--- src/rtl/param_sync_fifo.sv ---
// Parametrised synchronous FIFO: circular buffer with registered pop data, occupancy
// count, threshold flags and sticky overflow/underflow errors; 1-cycle read latency.
module param_sync_fifo #(
  parameter int DATA_WIDTH      = 8,
  parameter int DEPTH           = 8,
  parameter int ALMOST_FULL_TH  = 6,
  parameter int ALMOST_EMPTY_TH = 2
) (
  input  logic                       CLK,
  input  logic                       RESET,
  input  logic                       VALID,
  input  logic                       WRITE,
  input  logic                       READ,
  input  logic [DATA_WIDTH-1:0]      DATA_IN,
  output logic [DATA_WIDTH-1:0]      DATA_OUT,
  output logic                       DATA_OUT_VALID,
  output logic [$clog2(DEPTH):0]     COUNT,
  output logic                       FULL,
  output logic                       EMPTY,
  output logic                       ALMOST_FULL,
  output logic                       ALMOST_EMPTY,
  output logic                       OVERFLOW,
  output logic                       UNDERFLOW
);

  localparam int AW = $clog2(DEPTH);
  localparam int CW = AW + 1;

  localparam logic [CW-1:0] DEPTH_C = CW'(DEPTH);
  localparam logic [CW-1:0] AF_TH   = CW'(ALMOST_FULL_TH);
  localparam logic [CW-1:0] AE_TH   = CW'(ALMOST_EMPTY_TH);

  logic [DATA_WIDTH-1:0] mem [DEPTH];
  logic [AW-1:0]         wptr;
  logic [AW-1:0]         rptr;

  logic                  push_ok;
  logic                  pop_ok;
  logic                  push_drop;
  logic                  pop_miss;
  logic [CW-1:0]         count_nxt;

  // A push into a full FIFO is accepted only when a pop frees the slot in the same cycle.
  always_comb begin
    pop_ok    = VALID & READ & ~EMPTY;
    push_ok   = VALID & WRITE & (~FULL | pop_ok);
    push_drop = VALID & WRITE & FULL & ~pop_ok;
    pop_miss  = VALID & READ & EMPTY;
  end

  always_comb begin
    count_nxt = COUNT;
    case ({push_ok, pop_ok})
      2'b10:   count_nxt = COUNT + CW'(1);
      2'b01:   count_nxt = COUNT - CW'(1);
      default: count_nxt = COUNT;
    endcase
  end

  // Storage is never cleared; stale entries are unreachable once the pointers reset.
  always_ff @(posedge CLK) begin
    if (!RESET && push_ok) begin
      mem[wptr] <= DATA_IN;
    end
  end

  always_ff @(posedge CLK) begin
    if (RESET) begin
      wptr <= '0;
      rptr <= '0;
    end else begin
      if (push_ok) wptr <= wptr + AW'(1);
      if (pop_ok)  rptr <= rptr + AW'(1);
    end
  end

  always_ff @(posedge CLK) begin
    if (RESET) begin
      DATA_OUT       <= '0;
      DATA_OUT_VALID <= 1'b0;
    end else begin
      DATA_OUT_VALID <= pop_ok;
      if (pop_ok) DATA_OUT <= mem[rptr];
    end
  end

  // Flags come from the next count so they line up with COUNT after the edge.
  always_ff @(posedge CLK) begin
    if (RESET) begin
      COUNT        <= '0;
      FULL         <= 1'b0;
      EMPTY        <= 1'b1;
      ALMOST_FULL  <= 1'b0;
      ALMOST_EMPTY <= 1'b1;
    end else begin
      COUNT        <= count_nxt;
      FULL         <= (count_nxt == DEPTH_C);
      EMPTY        <= (count_nxt == '0);
      ALMOST_FULL  <= (count_nxt >= AF_TH);
      ALMOST_EMPTY <= (count_nxt <= AE_TH);
    end
  end

  always_ff @(posedge CLK) begin
    if (RESET) begin
      OVERFLOW  <= 1'b0;
      UNDERFLOW <= 1'b0;
    end else begin
      if (push_drop) OVERFLOW  <= 1'b1;
      if (pop_miss)  UNDERFLOW <= 1'b1;
    end
  end

endmodule

--- config.mk ---
export PLATFORM = sky130hd
export DESIGN_NAME = param_sync_fifo
export DESIGN_NICKNAME = d
export VERILOG_FILES = /design/src/rtl/param_sync_fifo.sv
export SDC_FILE = /design/constraint.sdc
export NUM_CORES = 1
export LEC_CHECK = 0
export BUFFER_PORTS_ARGS = -buffer_cell sky130_fd_sc_hd__clkbuf_2
export CAP_MARGIN = 10
export CORE_MARGIN = 5
export CORE_UTILIZATION = 60
export CTS_BUF_LIST = sky130_fd_sc_hd__clkbuf_16
export DETAILED_ROUTE_END_ITERATION = 16
export MAX_ROUTING_LAYER = met4
export PLACE_DENSITY = 0.82
export REMOVE_ABC_BUFFERS = 1
export SLEW_MARGIN = 30
export SYNTH_ARGS = -nofsm -noshare
export SYNTH_HDL_FRONTEND = slang
export SYNTH_SLANG_ARGS = --single-unit
--- constraint.sdc ---
create_clock -name CLK -period 5.45 [get_ports CLK]
set_clock_uncertainty 0.05 [all_clocks]
set_input_delay 1.09 -clock CLK [delete_from_list [all_inputs] [get_ports CLK]]
set_output_delay 1.09 -clock CLK [all_outputs]
set_load 0.01 [all_outputs]
* Word level (Yosys, flattened, before mapping) *
Memory sizes are Yosys's and may differ from the RTL's. A register that Yosys moved wholly into a read port is not among the register bits.
Index checks and enable logic that the tools add are counted.

operators by class
  reductions and logical operators = 3
  magnitude comparators = 2
  mux-type cells = 3
  bitwise gates (word level) = 11
  eq/ne operators = 3
  add/sub/neg operators = 4

operators with widths
  cell                                                                                 number
  4-bit case mux with 2 select lines                                                   1
  1-bit AND                                                                            7
  3-bit by 1-bit adder with 3-bit output, second input constant                        2
  4-bit by 1-bit adder with 4-bit output, second input constant                        1
  4-bit == test, second input constant                                                 1
  4-bit by 3-bit greater-or-equal comparator with 1-bit output, second input constant  1
  4-bit by 2-bit less-or-equal comparator with 1-bit output, second input constant     1
  4-bit zero test                                                                      1
  4-bit by 1-bit subtractor with 4-bit output, second input constant                   1
  1-bit NOT                                                                            3
  2-bit by 1-bit == test with 1-bit output, second input constant                      1
  2-bit == test, second input constant                                                 1
  1-bit two-way mux                                                                    2
  1-bit logical AND                                                                    1
  1-bit zero test                                                                      1
  1-bit OR                                                                             1

storage, ports and cells
  register bits after elaboration = 17
  bits of input ports = 13
  output and inout bits = 19
  memories = 1
  RAM bits = 64

memory list
  memory  depth  width  rd ports  clocked after Yosys merged registers in  wr ports  line  RTL
  mem     8      8      1         1                                        1         33    logic [DATA_WIDTH-1:0] mem [DEPTH];

* Longest topological paths before layout *
Gate-level depths: netlist of run 1.

  depth in word-level cells = 7
  depth in mapped cells = 11
  depth with buffers taken out = 11

* Worst setup path before layout of run 1 *
No wires, ideal clock.

  kind = input to register
  start point = in READ
  end point = reg FULL
  required time = 5327 ps
  arrival time = 2921 ps
  slack = 2406 ps
  stages = 11
  path buffers = 0
  cells stage by stage = nand2b_1 -> a21oi_2 -> inv_1 -> ha_1 -> xor2_1 -> ha_1 -> a21oi_2 -> mux2i_1 -> xor2_1 -> o21a_1 -> nor3b_2

between the ends
  cells in the longest elaborated chain, start to end = 7
  elaborated cells between the ends (all ways) = 8

ends and longest elaborated chain
  element                                                                    line  RTL
  start, declared                                                            13    input logic READ,
  1-bit AND * (2 in series)                                                  45    pop_ok = VALID & READ & ~EMPTY;
  1-bit OR                                                                   46    push_ok = VALID & WRITE & (~FULL | pop_ok);
  1-bit AND                                                                  46
  2-bit by 1-bit == test with 1-bit output or 2-bit == test (tied branches)  53    case ({push_ok, pop_ok})
  4-bit case mux with 2 select lines *                                       53
  4-bit == test *                                                            97    FULL <= (count_nxt == DEPTH_C);
  end signal, assigned                                                       97
  end, declared                                                              18    output logic FULL,

Every way passes the cells marked *; elsewhere a longest branch is shown, timed or not.
A chain may end at the register's enable or synchronous reset.

* Worst setup path in the final report of run 1 *
  start point = in VALID
  end point = reg FULL

between the ends
  cells in the longest elaborated chain, start to end = 7
  elaborated cells between the ends (all ways) = 9

ends and longest elaborated chain
  element                                                                    line  RTL
  start, declared                                                            11    input logic VALID,
  1-bit AND (2 in series)                                                    45
  1-bit OR                                                                   46
  1-bit AND                                                                  46
  2-bit by 1-bit == test with 1-bit output or 2-bit == test (tied branches)  53
  4-bit case mux with 2 select lines *                                       53
  4-bit == test *                                                            97

Marked as above.

==> out/metrics.yaml, run 1 <==
avgRoutedWirePerCell_um: 18.9
report.final.slew_viol_count: 0
vias: 1887
port-buffer-count: 31
ctsLongestPathBuffers: 2
dr.first_iter.drc_count: 147
grt_start_max_net_pins: 33
required_ns: 5.67
hpwlAfterDp_mm: 4.03
reg2reg_from: "EMPTY"
r2r-end: "FULL"
finalSetupTns_ns: 0
gp_congestion: 0.760
drive_gt1_frac: 0.277
dr.pass1.iters: 4
die_area_mm2: 0.00763
cts_root_buffer: "clkbuf_16"
routed_wl_mm: 6.20
syn_area_per_cell_um2: 16.6
row_count: 28
cts_resized: 0
clkLatencyLatePin_ns: 0.34
route.detailed.drc: 0
yosys_most_used_dff: "edfxtp_1"
synth_enable_flop_cells: 64
netlist_area_mm2: 0.00359
crit_end: "FULL"
regToRegSetupSlack_ns: 2.71
num_io_pins: 32
htree_num_levels: 3
clk_pin_slew_ns: 0.06
min_period_ns: 3.32
startpoint: "VALID"
grt_pass1_wl_mm: 9.90
worstHoldPathType: "reg -> reg"
numCtsBuffers: 9
antenna_found_initial: 0
cts_setup_buffers: 0
final-setup-viol-count: 0
cp.arrival_ns: 3.54
viasPerCell: 5.75
min_period_over_period: 0.609
fmax_ghz: 0.301
cp_max_fo: 12
start_kind: "primary input"
cts_tree: "built"
detail-route-antenna-nets: 0
powerDensity_mw_per_mm2: 356
p_leak_nw: 1.40
critPathKind: "in -> reg"
grt_pass1_vias: 1862
ff2ff_path_depth: 9
ys_seq_elements: 89
die_x_um: 87.3
holdWs_ns: 0.402
maxCapViolations: 0
fin_nets: 266
hold_viol: 0
core_region_area_mm2: 0.00585
syn_to_final_growth_pct: 14.9
yosysWarnings: 0
status: "finished clean"
min_path_cells: 2
endpoint_kind: "register"
power_w: 0.00147
synth-seq-area-share: 0.675
cts_hold_buf: 0
grt.total_usage: 0.191
grt_overflow: 0
synthCells: 216
async_flop_share: 0
initial_core_util: 0.613
rsz0062_at_grt: "no"
slew_headroom: 0.365
tightestPinTransition_ns: 0.949
die_h_um: 87.3
yosysUniqueCellTypes: 41
vdd_drop_max_uv: 316
antenna_cells: 0
cts.sinks: 89
-- report_power, final --
group | leakage (nW) | internal, W | switching, W
combinational | 0.472 | 0.0000432 | 0.0000480
clock | 0.152 | 0.000360 | 0.000257
sequential | 0.780 | 0.000739 | 0.0000196
-- flip-flops by register name (all words and copies together) (netlist names) --
name,flops
mem,64
DATA_OUT,8
COUNT,4
rptr,3
wptr,3
ALMOST_EMPTY,1
ALMOST_FULL,1
DATA_OUT_VALID,1
EMPTY,1
FULL,1
OVERFLOW,1
UNDERFLOW,1
-- logic make-up after synthesis --
| family | count (synthesis) | share of synthesized area |
|---|---|---|
| mux | 28 | 0.141 |
| xor+xnor | 8 | 0.0216 |
| simple gates | 49 | 0.0701 |
| buf+inv | 17 | 0.0328 |
| fa+ha+maj | 5 | 0.0174 |
| flops | 89 | 0.675 |
| compound gates | 20 | 0.0418 |
-- synthesized netlist by cell type (all sizes together) (3+ instances only) --
master | instances | share of area
a211oi | 8 | 0.017
edfxtp | 64 | 0.54
a21oi | 4 | 0.0077
xor2 | 6 | 0.017
nor3b | 3 | 0.0077
clkbuf | 6 | 0.0077
inv | 3 | 0.0031
mux4 | 16 | 0.11
ha | 5 | 0.017
nor2 | 24 | 0.025
nand2 | 6 | 0.0063
nor4b | 4 | 0.0098
buf | 8 | 0.022
mux2i | 12 | 0.033
dfxtp | 25 | 0.14
-- per-layer routing --
| metal | vias up | wire length [µm] | GRT usage |
|---|---|---|---|
| met5 | - | 0 | - |
| met4 | 0 | 119 | 0.0879 |
| met3 | 12 | 302 | 0.0577 |
| met2 | 39 | 3190 | 0.293 |
| met1 | 929 | 2590 | 0.235 |
| li1 | 907 | - | - |
-- critical path: stages --
cell,delay [ns]
clkbuf_2,0.11
nand2_1,0.09
nor2_1,0.63
ha_1,0.36
xor2_1,0.09
ha_1,0.20
a21oi_2,0.11
mux2i_1,0.22
xor2_1,0.31
o21a_1,0.18
nor3b_2,0.14
-- cells in the final DEF, fill, tap and decap left out, types with 2 or more instances in the layout --
cell       count
nor3_1         2
nor3b_1        2
clkbuf_16      9
nand2b_1       2
clkbuf_2      31
nor4b_4        3
inv_1          4
mux4_1         7
nand3b_1       2
nor2_1        24
xor2_1         5
mux4_2         9
clkinv_4       2
mux2i_1       12
a21oi_1        2
nand2_1        6
edfxtp_1      64
buf_4          4
xnor2_1        2
a21oi_2        2
inv_6          3
a211oi_1       8
dfxtp_1       24
ha_1           5
-- final cells by class --
type	instances	area, µm²
clock buffer	9	225
inverter	3	11.3
timing repair buffer	35	185
clock inverter	7	77.6
sequential	89	2420
tap	75	93.8
multi-input combinational	110	1110
fill	372	1730
-- metrics by stage --
step	area, µm²	std cells	setup WS, ns	util
2_1_floorplan	3480	202	1.95	-
3_3_place_gp	3790	312	1.85	0.647
3_5_place_dp	3810	312	1.79	0.652
4_1_cts	4120	328	2.15	0.704
5_1_grt	4120	328	1.90	0.705
6_report	4120	328	2.13	0.705
-- worst min path at each step --
stage	startpoint	to	slack, ns
2_1_floorplan	OVERFLOW	OVERFLOW	0.41
3_3_place_gp	OVERFLOW	OVERFLOW	0.38
3_5_place_dp	OVERFLOW	OVERFLOW	0.39
4_1_cts	OVERFLOW	OVERFLOW	0.40
5_1_grt	OVERFLOW	OVERFLOW	0.43
6_report	OVERFLOW	OVERFLOW	0.40
Note: power is estimated with default switching activity, not from simulation.
==> inputs of run 2 (changes only) <==
- CORE_UTILIZATION: 60 -> 58
- PLACE_DENSITY: 0.82 -> 0.8
- clock period: 5.45 -> 3.08 ns (I/O delays scaled with it)
==> out/metrics.yaml, run 2 (synthesis gave the netlist of run 1 again) <==
min_period_ns: 2.47
report.final.slew_viol_count: 0  # unchanged
fmax_ghz: 0.405
cts_tree: "built"
die_h_um: 88.7  # +1.5%
syn_to_final_growth_pct: 15.1
die_area_mm2: 0.00786  # +3.0%
critPathKind: "reg -> reg"
viasPerCell: 5.61  # -2.5%
hold_viol: 0  # unchanged
min_period_over_period: 0.801
grt_start_max_net_pins: 23  # -30%
clkLatencyLatePin_ns: 0.33  # about the same
cp_max_fo: 6  # -6
antenna_found_initial: 0  # unchanged
grt_pass1_wl_mm: 9.83  # -0.70%
place_inst: 320  # +2.6%
routed_wl_mm: 5.94  # -4.2%
antenna_cells: 0  # unchanged
ff2ff_path_depth: 11  # +2
maxCapViolations: 0  # unchanged
dr.pass1.iters: 4  # unchanged
p_leak_nw: 1.43  # +1.7%
vdd_drop_max_uv: 420  # +33%
port-buffer-count: 31  # unchanged
fillers: 382  # +2.7%
detail-route-antenna-nets: 0  # unchanged
cts_root_buffer: "clkbuf_16"
final_common_cell: "edfxtp_1"
die_x_um: 88.7  # +1.5%
num_io_pins: 32  # unchanged
hpwlAfterDp_mm: 3.89  # -3.5%
status: "finished clean"
cts.sinks: 89  # unchanged
initial_core_util: 0.603  # -0.0108
slew_headroom: 0.470  # +0.106
fin_nets: 274  # +3.0%
htree_num_levels: 3  # unchanged
worstHoldPathType: "reg -> reg"
start_kind: "register"
endpoint_kind: "register"
numCtsBuffers: 9  # unchanged
final-setup-viol-count: 0  # unchanged
vias: 1885  # -0.11%
final_cell_mix: "64 x edfxtp_1, 31 x clkbuf_2, 25 x dfxtp_1"
holdWs_ns: 0.402  # -0.000821 ns
rsz0062_at_grt: "no"
route.detailed.drc: 0  # unchanged
drive_gt1_frac: 0.295  # +0.0183
dr.first_iter.drc_count: 141  # -4.1%
gp_congestion: 0.741  # -2.4%
grt.total_usage: 0.180  # -0.0113
core_region_area_mm2: 0.00596  # +1.8%
top_regs: "mem: 64 flops, DATA_OUT: 8 flops, COUNT: 4 flops"
cts_setup_buffers: 0  # unchanged
row_count: 28  # unchanged
final-seq-area_mm2: 0.00242  # about the same
finalSetupTns_ns: 0  # unchanged
grt_pass1_vias: 1862  # unchanged
cp.arrival_ns: 2.68  # -0.86 ns
cts_resized: 0  # unchanged
multi_input_comb_area_mm2: 0.00107  # -2.9%
min_path_cells: 2  # unchanged
ctsLongestPathBuffers: 2  # unchanged
grt_overflow: 0  # unchanged
power_w: 0.00253  # +72%
powerDensity_mw_per_mm2: 611  # +72%
stdcell_count: 336  # +2.4%
tightestPinTransition_ns: 0.793  # -0.156 ns
largest_register_ffs: 64  # unchanged
required_ns: 3.29  # -2.38 ns
clk_pin_slew_ns: 0.07  # about the same
cts_hold_buf: 0  # unchanged
regMostFlops: "mem"
avgRoutedWirePerCell_um: 17.7  # -6.5%
## run 2: cell count changes in the layout (fill, tap and decap cells not counted), sizes merged
cell / previous run / this run
inv: 7 / 8
bufinv: 1 / 0
clkinv: 2 / 1
buf: 4 / 12
clkinvlp: 0 / 1
## run 2: layer usage
| metal | global-route usage | up-vias | share of wire |
|---|---|---|---|
| met5 | - | - | 0 |
| met4 | 0.0536 | 0 | 0.012 |
| met3 | 0.0503 | 6 | 0.040 |
| met2 | 0.287 | 33 | 0.52 |
| met1 | 0.226 | 928 | 0.43 |
| li1 | - | 918 | - |
## run 2: final timing paths
kind            start  endpoint  slack (ns)
max reg2reg     EMPTY      FULL        0.61
max             EMPTY      FULL        0.61
min          OVERFLOW  OVERFLOW        0.40
min reg2reg  OVERFLOW  OVERFLOW        0.40
## run 2: critical path: stages, from the launching register on
cell	delay, ns
dfxtp_1	0.36
nand2b_1	0.18
a21oi_2	0.16
inv_1	0.09
ha_1	0.25
xor2_1	0.17
ha_1	0.20
a21oi_2	0.12
mux2i_1	0.23
xor2_1	0.27
o21a_1	0.17
nor3b_2	0.15
## run 2: metrics by stage
| stage | util | instance area [µm²] | worst slack, ns |
|---|---|---|---|
| floorplan | - | 3480 | 0.0550 |
| global placement | 0.646 | 3850 | 0.444 |
| detailed placement | 0.646 | 3850 | 0.356 |
| CTS | 0.693 | 4130 | 0.598 |
| global route | 0.693 | 4130 | 0.388 |
| finish | 0.693 | 4130 | 0.614 |
## run 2: final cells by class
class                   count  area share
well taps                  75      0.0227
multi-input cells         110       0.260
repair buffers             43      0.0594
clock buffers               9      0.0545
flip-flops and latches     89       0.586
inverters                   3     0.00273
clock inverters             7      0.0142
## run 2: where the power goes
part / leakage [nW] / switching (W) / internal [W]
Clock: 0.139 / 0.000461 / 0.000562
Sequential: 0.780 / 0.0000254 / 0.00131
Combinational: 0.509 / 0.0000906 / 0.0000784
==> inputs of run 3 (changes only) <==
- clock period: 3.08 -> 2.28 ns (I/O delays scaled with it)
==> out/metrics.yaml, run 3 (synthesis gave the netlist of run 1 again) <==
status: "finished with violations"
failed_checks: "negative setup slack"
start_kind: "register"
die_area_mm2: 0.00786  # unchanged
regToRegSetupSlack_ns: -0.03  # -0.64 ns
p_seq_frac: 0.506  # -0.022
critPathKind: "reg -> reg"
dr.pass1.iters: 4  # unchanged
min_path_cells: 1  # -1
min_to: "mem[7][1]"
detail-route-antenna-nets: 0  # unchanged
cp_slowest_stage_delay_ns: 0.33  # -0.03 ns
dp_slack_ns: -0.301  # -0.657 ns
power.switching_w: 0.000806  # +40%
final_common_cell: "edfxtp_1"
cp_max_fo: 4  # -2
vdd_drop_max_uv: 691  # +65%
grt_pass1_wl_mm: 10.9  # +11%
regMostFlops: "mem"
clk_pin_slew_ns: 0.07  # about the same
core_region_area_mm2: 0.00596  # unchanged
rsz0062_at_grt: "yes"
grt.total_usage: 0.203  # +0.0225
clkLatencyLatePin_ns: 0.34  # about the same
htree_num_levels: 3  # unchanged
initial_core_util: 0.603  # unchanged
fin_nets: 286  # +4.4%
cts_tree: "built"
top_regs: "mem: 64 flops, DATA_OUT: 8 flops, COUNT: 4 flops"
worst_path_max_delay_cell: "dfxtp_2"
hold_viol: 0  # unchanged
switching_share: 0.226  # -0.00258
maxCapViolations: 0  # unchanged
path_cells: "nand2b_4 -> a21oi_4 -> inv_2 -> ha_4 -> xor2_1 -> ha_2 -> a21oi_2 -> mux2i_1 -> xor2_1 -> o21a_1 -> nor3b_2"
gp_congestion: 0.755  # +1.8%
grt_pass1_vias: 2063  # +11%
die_h_um: 88.7  # unchanged
drive_gt1_frac: 0.348  # +0.0530
hp-start: "DATA_IN[1]"
worstHoldPathType: "in -> reg"
largest_register_ffs: 64  # unchanged
viasPerCell: 5.80  # +3.4%
route.detailed.drc: 0  # unchanged
cp.arrival_ns: 2.53  # -0.15 ns
p_comb_frac: 0.076  # +0.009
powerDensity_mw_per_mm2: 832  # +36%
crit_top_cell: "xor2_1"
required_ns: 2.50  # -0.79 ns
final-setup-viol-count: 1  # +1
die_x_um: 88.7  # unchanged
num_io_pins: 32  # unchanged
ctsLongestPathBuffers: 2  # unchanged
grt_overflow: 0  # unchanged
reg2reg_from: "EMPTY"
report.final.slew_viol_count: 0  # unchanged
antenna_cells: 0  # unchanged
fin_ws_ns: -0.0308  # -0.644 ns
hpwlAfterDp_mm: 4.22  # +8.4%
port-buffer-count: 31  # unchanged
grt_start_max_net_pins: 21  # -8.7%
final_cell_mix: "64 x edfxtp_1, 31 x clkbuf_2, 24 x dfxtp_1"
min_period_over_period: 1.01  # +0.213
row_count: 28  # unchanged
routed_wl_mm: 6.85  # +15%
r2r-end: "FULL"
min_period_ns: 2.31  # -0.156 ns
intPower_w: 0.00276  # +42%
p_leak_nw: 1.50  # +4.9%
ff2ff_path_depth: 11  # unchanged
cts_root_buffer: "clkbuf_16"
fmax_ghz: 0.433  # +6.7%
endpoint_kind: "register"
numCtsBuffers: 9  # unchanged
antenna_found_initial: 0  # unchanged
slew_headroom: 0.586  # +0.116
design_area_mm2: 0.00428  # +3.7%
avgRoutedWirePerCell_um: 19.7  # +11%
cts.sinks: 89  # unchanged
syn_to_final_growth_pct: 19.4
vias: 2019  # +7.1%
tightestPinTransition_ns: 0.620  # -0.173 ns
p_clk_frac: 0.419  # +0.014
dr.first_iter.drc_count: 134  # -5.0%
place_area_mm2: 0.00391  # +1.8%
## run 3: cell count changes in the layout (fill, tap and decap cells not counted), sizes merged
| cell | before | now |
|---|---|---|
| bufinv | 0 | 1 |
| clkinv | 1 | 0 |
| clkinvlp | 1 | 2 |
| buf | 12 | 24 |
| inv | 8 | 7 |
## run 3: worst max-delay path by stage
stage                     startpoint  endpoint  slack, ns
final                          EMPTY      FULL      -0.03
after global routing           EMPTY      FULL      -0.17
after CTS                      EMPTY      FULL      -0.04
after detailed placement        READ      FULL      -0.30
after global placement          READ      FULL      -0.17
after floorplan                VALID      FULL      -0.58
## run 3: power groups by stage
stage / sequential, W / clock [W] / combinational (W)
after floorplan: 0.00185 / 0 / 0.000122
after global placement: 0.00183 / 0 / 0.000244
after detailed placement: 0.00183 / 0 / 0.000253
after CTS: 0.00180 / 0.00152 / 0.000261
after global routing: 0.00180 / 0.00160 / 0.000301
final: 0.00180 / 0.00149 / 0.000269
## run 3: timing repair
| item | CTS | global route |
|---|---|---|
| hold endpoints to repair | 0 | 0 |
| pin swaps | 2 | 1 |
| setup buffers | 2 | 1 |
| hold buffers | 0 | 0 |
| resized for setup | 4 | 7 |
| setup endpoints to repair | 5 | 6 |
## run 3: critical path, delay by kind of cell, from the launching register on
family          cells  cell delay, ns
mux                 1            0.24
simple gates        2            0.28
buf+inv             1            0.07
fa+ha+maj           2            0.37
xor+xnor            2            0.45
flops               1            0.33
compound gates      3            0.45
## run 3: per-stage QoR
stage                     power, W  std cells   util  setup TNS [ns]  hold WS, ns
after global placement     0.00207        329  0.657          -0.590        0.382
after detailed placement   0.00209        329  0.657           -1.18        0.390
after global routing       0.00370        348  0.719          -0.548        0.352
after CTS                  0.00358        347  0.713         -0.0358        0.344
final                      0.00356        348  0.719         -0.0308        0.348
after floorplan            0.00197        202      -           -4.37        0.413
## run 3: routing by layer
| layer | track usage | wire length [µm] | up-vias |
|---|---|---|---|
| met5 | - | 0 | - |
| met1 | 0.245 | 2770 | 1009 |
| met3 | 0.0559 | 326 | 11 |
| met4 | 0.0714 | 113 | 0 |
| met2 | 0.329 | 3640 | 54 |
| li1 | - | - | 945 |
## run 3: cell type report
type                            instances  area, µm²
Inverter                                3       11.3
Clock buffer                            9        225
Clock inverter                          7       77.6
Fill cell                             375       1670
Timing Repair Buffer                   55        343
Sequential cell                        89       2420
Tap cell                               75       93.8
Multi-Input combinational cell        110       1110
